<file path="src/rtl/serial_seq_gen.sv">
// Serial bit-stream generator: shifts a loaded pattern out MSB-first (load_repeat+1) copies
// back-to-back and keeps a saturating count of every overlapping '101' it emits.
module serial_seq_gen #(
  parameter int WIDTH    = 8,
  parameter int REPEAT_W = 4,
  parameter int CNT_W    = 8
) (
  input  logic                clk,
  input  logic                rst,
  input  logic                load_valid,
  output logic                load_ready,
  input  logic [WIDTH-1:0]    load_data,
  input  logic [REPEAT_W-1:0] load_repeat,
  output logic                x,
  output logic                x_valid,
  output logic                frame_start,
  output logic                done,
  output logic [CNT_W-1:0]    match_cnt
);

  localparam int IDX_W = $clog2(WIDTH);
  localparam logic [IDX_W-1:0] LAST_IDX = IDX_W'(WIDTH - 1);

  typedef enum logic [1:0] {
    ST_IDLE,
    ST_SHIFT,
    ST_DONE
  } state_t;

  state_t              state;
  logic [WIDTH-1:0]    shreg;
  logic [WIDTH-1:0]    saved;
  logic [REPEAT_W-1:0] rep_left;
  logic [IDX_W-1:0]    bit_idx;
  logic [1:0]          hist;

  // x always mirrors shreg[WIDTH-1] while shifting, so the bit being emitted this
  // cycle is x itself; the history/match update below looks at that bit.
  always_ff @(posedge clk) begin
    if (rst) begin
      state       <= ST_IDLE;
      shreg       <= '0;
      saved       <= '0;
      rep_left    <= '0;
      bit_idx     <= '0;
      hist        <= 2'b00;
      load_ready  <= 1'b1;
      x           <= 1'b0;
      x_valid     <= 1'b0;
      frame_start <= 1'b0;
      done        <= 1'b0;
      match_cnt   <= '0;
    end else begin
      case (state)
        ST_IDLE: begin
          done <= 1'b0;
          if (load_valid && load_ready) begin
            shreg       <= load_data;
            saved       <= load_data;
            rep_left    <= load_repeat;
            bit_idx     <= LAST_IDX;
            hist        <= 2'b00;
            match_cnt   <= '0;
            load_ready  <= 1'b0;
            x           <= load_data[WIDTH-1];
            x_valid     <= 1'b1;
            frame_start <= 1'b1;
            state       <= ST_SHIFT;
          end
        end

        ST_SHIFT: begin
          hist <= {hist[0], x};
          if (x && (hist == 2'b10) && (match_cnt != {CNT_W{1'b1}}))
            match_cnt <= match_cnt + 1'b1;

          if (bit_idx == '0) begin
            if (rep_left == '0) begin
              x           <= 1'b0;
              x_valid     <= 1'b0;
              frame_start <= 1'b0;
              done        <= 1'b1;
              state       <= ST_DONE;
            end else begin
              // Next copy starts immediately: no idle bit between copies.
              shreg       <= saved;
              x           <= saved[WIDTH-1];
              frame_start <= 1'b1;
              bit_idx     <= LAST_IDX;
              rep_left    <= rep_left - 1'b1;
            end
          end else begin
            shreg       <= shreg << 1;
            x           <= shreg[WIDTH-2];
            frame_start <= 1'b0;
            bit_idx     <= bit_idx - 1'b1;
          end
        end

        ST_DONE: begin
          done       <= 1'b0;
          load_ready <= 1'b1;
          state      <= ST_IDLE;
        end

        default: begin
          state      <= ST_IDLE;
          load_ready <= 1'b1;
          x          <= 1'b0;
          x_valid    <= 1'b0;
          done       <= 1'b0;
        end
      endcase
    end
  end

endmodule

</file>
<file path="config.mk">
export PLATFORM = sky130hd
export DESIGN_NAME = serial_seq_gen
export DESIGN_NICKNAME = d
export VERILOG_FILES = /design/src/rtl/serial_seq_gen.sv
export SDC_FILE = /design/constraint.sdc
export NUM_CORES = 1
export LEC_CHECK = 0
export CAP_MARGIN = 30
export CORE_MARGIN = 2
export CORE_UTILIZATION = 25
export CTS_CLUSTER_DIAMETER = 60
export DETAILED_ROUTE_END_ITERATION = 8
export GPL_ROUTABILITY_DRIVEN = 0
export MAX_ROUTING_LAYER = met4
export PLACE_DENSITY = 0.42
export SLEW_MARGIN = 10
export SYNTH_ARGS = -nofsm -noshare
export SYNTH_HDL_FRONTEND = slang
export SYNTH_SLANG_ARGS = --single-unit
</file>
<file path="constraint.sdc">
create_clock -name clk -period 1.6 [get_ports clk]
set_input_delay 0.24 -clock clk [delete_from_list [all_inputs] [get_ports clk]]
set_output_delay 0.24 -clock clk [all_outputs]
set_load 0.01 [all_outputs]
</file>
* Word level (Yosys, flattened, before mapping)
Cells that the tools add are included.
** Word-level totals
- Register bits after elaboration :: 39
- Input bits :: 15
- Output and inout bits :: 13
- Logic and storage cells :: 79
** Operators by class
- $add $sub $neg :: 3
- Eq/ne operators :: 10
- Mux-type cells :: 34
- Bitwise operators :: 2
- Reduce and logical (&&, ||, !) cells :: 18
** Operator list (number)
- 2-to-1 mux 7 bit :: 3
- 2-to-1 mux 8 bit :: 2
- one-hot mux 8 bit (2 select lines) :: 1
- one-hot mux 7 bit (2 select lines) :: 1
- 2-to-1 mux 4 bit :: 3
- != test 2 bit (second input constant) :: 5
- AND reduction 2 bit :: 5
- 2-to-1 mux 1 bit :: 9
- 2-to-1 mux 3 bit :: 3
- AND reduction 3 bit :: 3
- adder 8 x 1 -> 8 bit (second input constant) :: 1
- 2-to-1 mux 2 bit :: 4
- != test 8 bit (second input constant) :: 1
- one-hot mux 2 bit (2 select lines) :: 2
- one-hot mux 4 bit (2 select lines) :: 1
- AND reduction 4 bit :: 2
- one-hot mux 1 bit (3 select lines) :: 2
- one-hot mux 3 bit (2 select lines) :: 1
- equality test 2 bit (second input constant) :: 2
- zero test 4 bit :: 1
- one-hot mux 1 bit (2 select lines) :: 2
- subtractor 4 x 1 -> 4 bit (second input constant) :: 1
- logical AND 1 bit :: 3
- zero test 3 bit :: 1
- 7 further kinds :: 8

* Depth between registers and ports, before layout
- Depth in word-level cells :: 5
- Mapped depth :: 7
- Mapped depth without buffers :: 6

* Worst setup path before layout
Ideal clock, no wire load.
- Kind :: register -> register
- Start point :: register rep_left[0]
- End point :: register rep_left[2]
- Library setup time :: 0.117 ns
- Data arrival time :: 1.481 ns
- Data required time :: 1.483 ns
- Path slack :: 0.002 ns
- Cell stages (with the launch flop) :: 7
- Buffers on the path :: 0
- Period minus slack after synthesis :: 1.598 ns
- Cell sequence :: dfxtp_1 > inv_1 > ha_1 > nor3b_4 > o31ai_4 > o21ai_0 > a32o_1
** Between the ends
- Longest elaborated chain between the ends :: 4
- Elaborated cells on any way between the ends :: 7
- Those cells by class :: add/sub (1); eq/ne (1); mux (3); reduce/logical (2)
** Ends and longest elaborated chain
- start, declared :: line 33 : logic [REPEAT_W-1:0] rep_left;
- start signal, assigned :: line 60 : rep_left <= load_repeat;
- start signal, assigned :: line 90 : rep_left <= rep_left - 1'b1;
- subtractor 4 x 1 -> 4 bit :: line 90
- 2-to-1 mux 4 bit :: line 78 : if (rep_left == '0) begin
- 2-to-1 mux 4 bit :: line 77 : if (bit_idx == '0) begin
- one-hot mux 4 bit (2 select lines) :: line 54 : case (state)
Parallel ways exist; a longest one is shown, timed or not. The select of a mux whose other input is x is not followed.
A chain may end at the register's enable or synchronous reset.

* Final worst setup path
- Start point :: register rep_left[0]
- End point :: register shreg[0]
** Between the ends
- Longest elaborated chain between the ends :: 3
** Ends and longest elaborated chain
- zero test 4 bit :: line 78
- != test 3 bit (no line)
- AND reduction 3 bit (no line)
- end signal, assigned :: line 58 : shreg <= load_data;
- end signal, assigned :: line 86 : shreg <= saved;
- end signal, assigned :: line 93 : shreg <= shreg << 1;
- end, declared :: line 31 : logic [WIDTH-1:0] shreg;
Every way passes these cells.

==> impl_metrics.py <==
metrics = {
    "routing": {
        "ant_nets": 0,
        "drtIter0Drc": 92,
        "wl_per_cell_um": 13.44,
        "drc": 0,
        "drt_first_pass_iters": 4,
        "vias": 1855,
        "via_per_inst": 4.696,
        "postRouteWirelength_um": 5308,
    },
    "sta": {
        "hold_violations": 0,
        "fin_crit_sh": 1.018,
        "holdWs_ps": 456.6,
        "setup_tns_ps": -28.18,
        "slew_violations": 0,
        "fin_crit_ps": 1628,
        "tightestPinTransition_ps": 361.6,
        "fmax_ghz": 0.6142,
        "rsz0062_at_grt": "yes",
        "finalClockSkew_ps": 9.303,
        "worst_slack_ps": -28.18,
        "relSlewSlack": 0.7587,
        "setup_viol": 1,
    },
    "cells_and_area": {
        "syn_to_final_growth_pct": 48.18,
        "mostFrequentLayoutCell": "buf_4",
        "drive_above_1_share": 0.3176,
        "layout_common_cells": "44 x buf_4, 40 x nand2_1, 31 x dfxtp_1, 26 x clkdlybuf4s50_1, 22 x a21oi_1",
        "diodes": 0,
        "final_nets": 314,
    },
    "power_and_ir_drop": {
        "intPower_mw": 1.905,
        "powerDensity_mw_per_mm2": 1010,
        "finalPower_mw": 2.833,
        "p_seq_frac": 0.407,
        "p_leak_nw": 1.121,
        "p_switching_mw": 0.9278,
        "pwr-share-clk": 0.236,
        "pwr-share-comb": 0.356,
        "ir_drop_v": 0.0005005,
        "p_sw_frac": 0.3275,
    },
    "hold_path": {
        "hold_path_depth": 2,
        "hold_path_class": "register to register",
        "hold_start": "saved[6]",
        "holdPathEnd": "saved[6]",
    },
    "setup_path": {
        "reg2reg_depth": 7,
        "rr_startpoint": "rep_left[0]",
        "cp-end-kind": "register",
        "critPathArrivalTime_ps": 1840,
        "critical_path_class": "register to register",
        "crit_path_max_fanout": 5,
        "start_kind": "register",
        "r2r_slack_ps": -30,
        "worstReg2RegEnd": "shreg[0]",
        "required_ps": 1810,
    },
    "synthesis": {
        "async_flop_share": 0,
        "yosysUniqueCellTypes": 46,
        "syn_inst": 227,
        "synth_ff_type": "dfxtp_1",
        "synth_edf_count": 0,
        "synth_area_mm2": 0.001893,
        "synth_area_per_cell_um2": 8.339,
        "synth-seq-cells": 39,
        "yosysWarningCount": 0,
        "synth_fp_nets": 246,
        "yosysSeqAreaShare": 0.4124,
    },
    "clock_network": {
        "clk_latency_ps": 300,
        "cts_inserted_buffers": 5,
        "htree_levels": 2,
        "clock-sinks": 39,
        "clk_path_buf_depth": 2,
        "clkTransAtPathRegs_ps": 80,
        "cts_tree": "done",
        "hold_buffers": 0,
        "cts-root-buf": "clkbuf_8",
    },
    "global_routing": {
        "antenna_found_initial": 0,
        "grt_max_degree": 21,
        "grtUsageTotal": 0.1364,
        "grt-ovfl-total": 0,
        "grt_pass1_vias": 1793,
        "grt_pass1_wl_um": 8859,
    },
    "floorplanning": {
        "start_util": 0.2596,
        "core_mm2": 0.007292,
        "die_x_um": 91.02,
        "io_pins": 28,
        "die_h_um": 91.02,
        "core.rowCount": 31,
        "die_area_mm2": 0.008285,
    },
    "run": {
        "maxCapViolations": 0,
    },
    "placement": {
        "hpwl_um": 3666,
        "portBuffers": 27,
    },
    "outcome": {
        "violations": "negative setup slack",
        "status": "finished with violations",
    },
}
-- cells in the mapped netlist (all sizes together) (2+ instances only) --
master  instances  area [um2]
a211oi          4       30.03
a21o            6       45.04
a21oi          23       115.1
a221oi          2       17.52
a311oi          3       32.53
a31oi          12       75.07
a41oi           2       17.52
and3            2       12.51
buf             9       65.06
clkbuf          5       18.77
dfxtp          39       780.8
ha              4       50.05
inv             7       26.28
nand2          40       150.1
nand2b          4       32.53
nand3           9       45.04
nor2           19       71.32
nor2b           2       20.02
nor3b           9       83.83
o211ai          2       15.01
o21ai           7       35.03
o31ai           2       28.78
or4             2       15.01
-- area by class of cell --
cell class | count | area (um2)
fillers | 791 | 4487
multi-input cells | 167 | 1124
flip-flops and latches | 39 | 790.8
repair buffers | 75 | 656.9
well taps | 99 | 123.9
clock buffers | 5 | 68.82
inverters | 7 | 26.28
clock inverters | 3 | 15.01
-- power by group through the flow --
stage,Sequential [mW],Clock (mW),Combinational (mW)
3_3_place_gp,1.16,0,0.851
3_5_place_dp,1.16,0,0.850
2_1_floorplan,1.15,0,0.479
5_1_grt,1.17,0.748,1.11
6_report,1.15,0.670,1.01
4_1_cts,1.15,0.694,0.953
-- timing repair --
action,CTS,global route
setup buffers,2,5
gates cloned,1,0
resized for setup,26,17
endpoints found under the hold margin,0,0
pin swaps,9,7
endpoints found under the setup margin,13,26
-- stage by stage --
step                      setup WS, ps  cells  cell area [um2]    util
after global placement          -145.7    381             2531  0.3471
after floorplan                  1.537    227             1893       -
after global routing            -92.56    395             2805  0.3847
after CTS                        1.976    392             2731  0.3746
final                           -28.18    395             2805  0.3847
after detailed placement        -165.9    381             2531  0.3471
-- logic make-up (layout without fill, tap and decap cells) --
logic type,after synthesis,after routing,share of synthesized area
adders and majority gates,4,4,0.02644
AOI/OAI and AO/OA,68,68,0.2406
buffers and inverters,21,90,0.05816
DFF,39,39,0.4124
and+or+nand+nor,95,95,0.2624
-- worst max-delay path by stage --
stage | start | endpoint | slack [ps]
after CTS | bit_idx[0] | shreg[0] | 2
after global placement | load_valid | match_cnt[3] | -150
after floorplan | rep_left[0] | rep_left[2] | 2
after global routing | rep_left[0] | shreg[0] | -90
after detailed placement | load_valid | shreg[0] | -170
final | rep_left[0] | shreg[0] | -30
-- layer usage --
metal,track usage,part of all wire
met5,-,0
met4,0.03409,0.0068
met3,0.03071,0.035
met2,0.2216,0.47
met1,0.1722,0.49
-- sequential cells by signal, indices dropped and copies added, names as in the netlist --
name	flops
match_cnt	8
done	1
hist	2
bit_idx	3
rep_left	4
frame_start	1
x	1
x_valid	1
shreg	7
saved	8
state	2
load_ready	1
-- critical path, stage by stage (launching register included) --
cell	delay (ps)
dfxtp_2	340
inv_2	50
ha_4	160
nor3b_4	170
a311oi_4	380
buf_6	200
nor2_4	30
a311oi_2	220
Power figures use the tool's default switching activity.
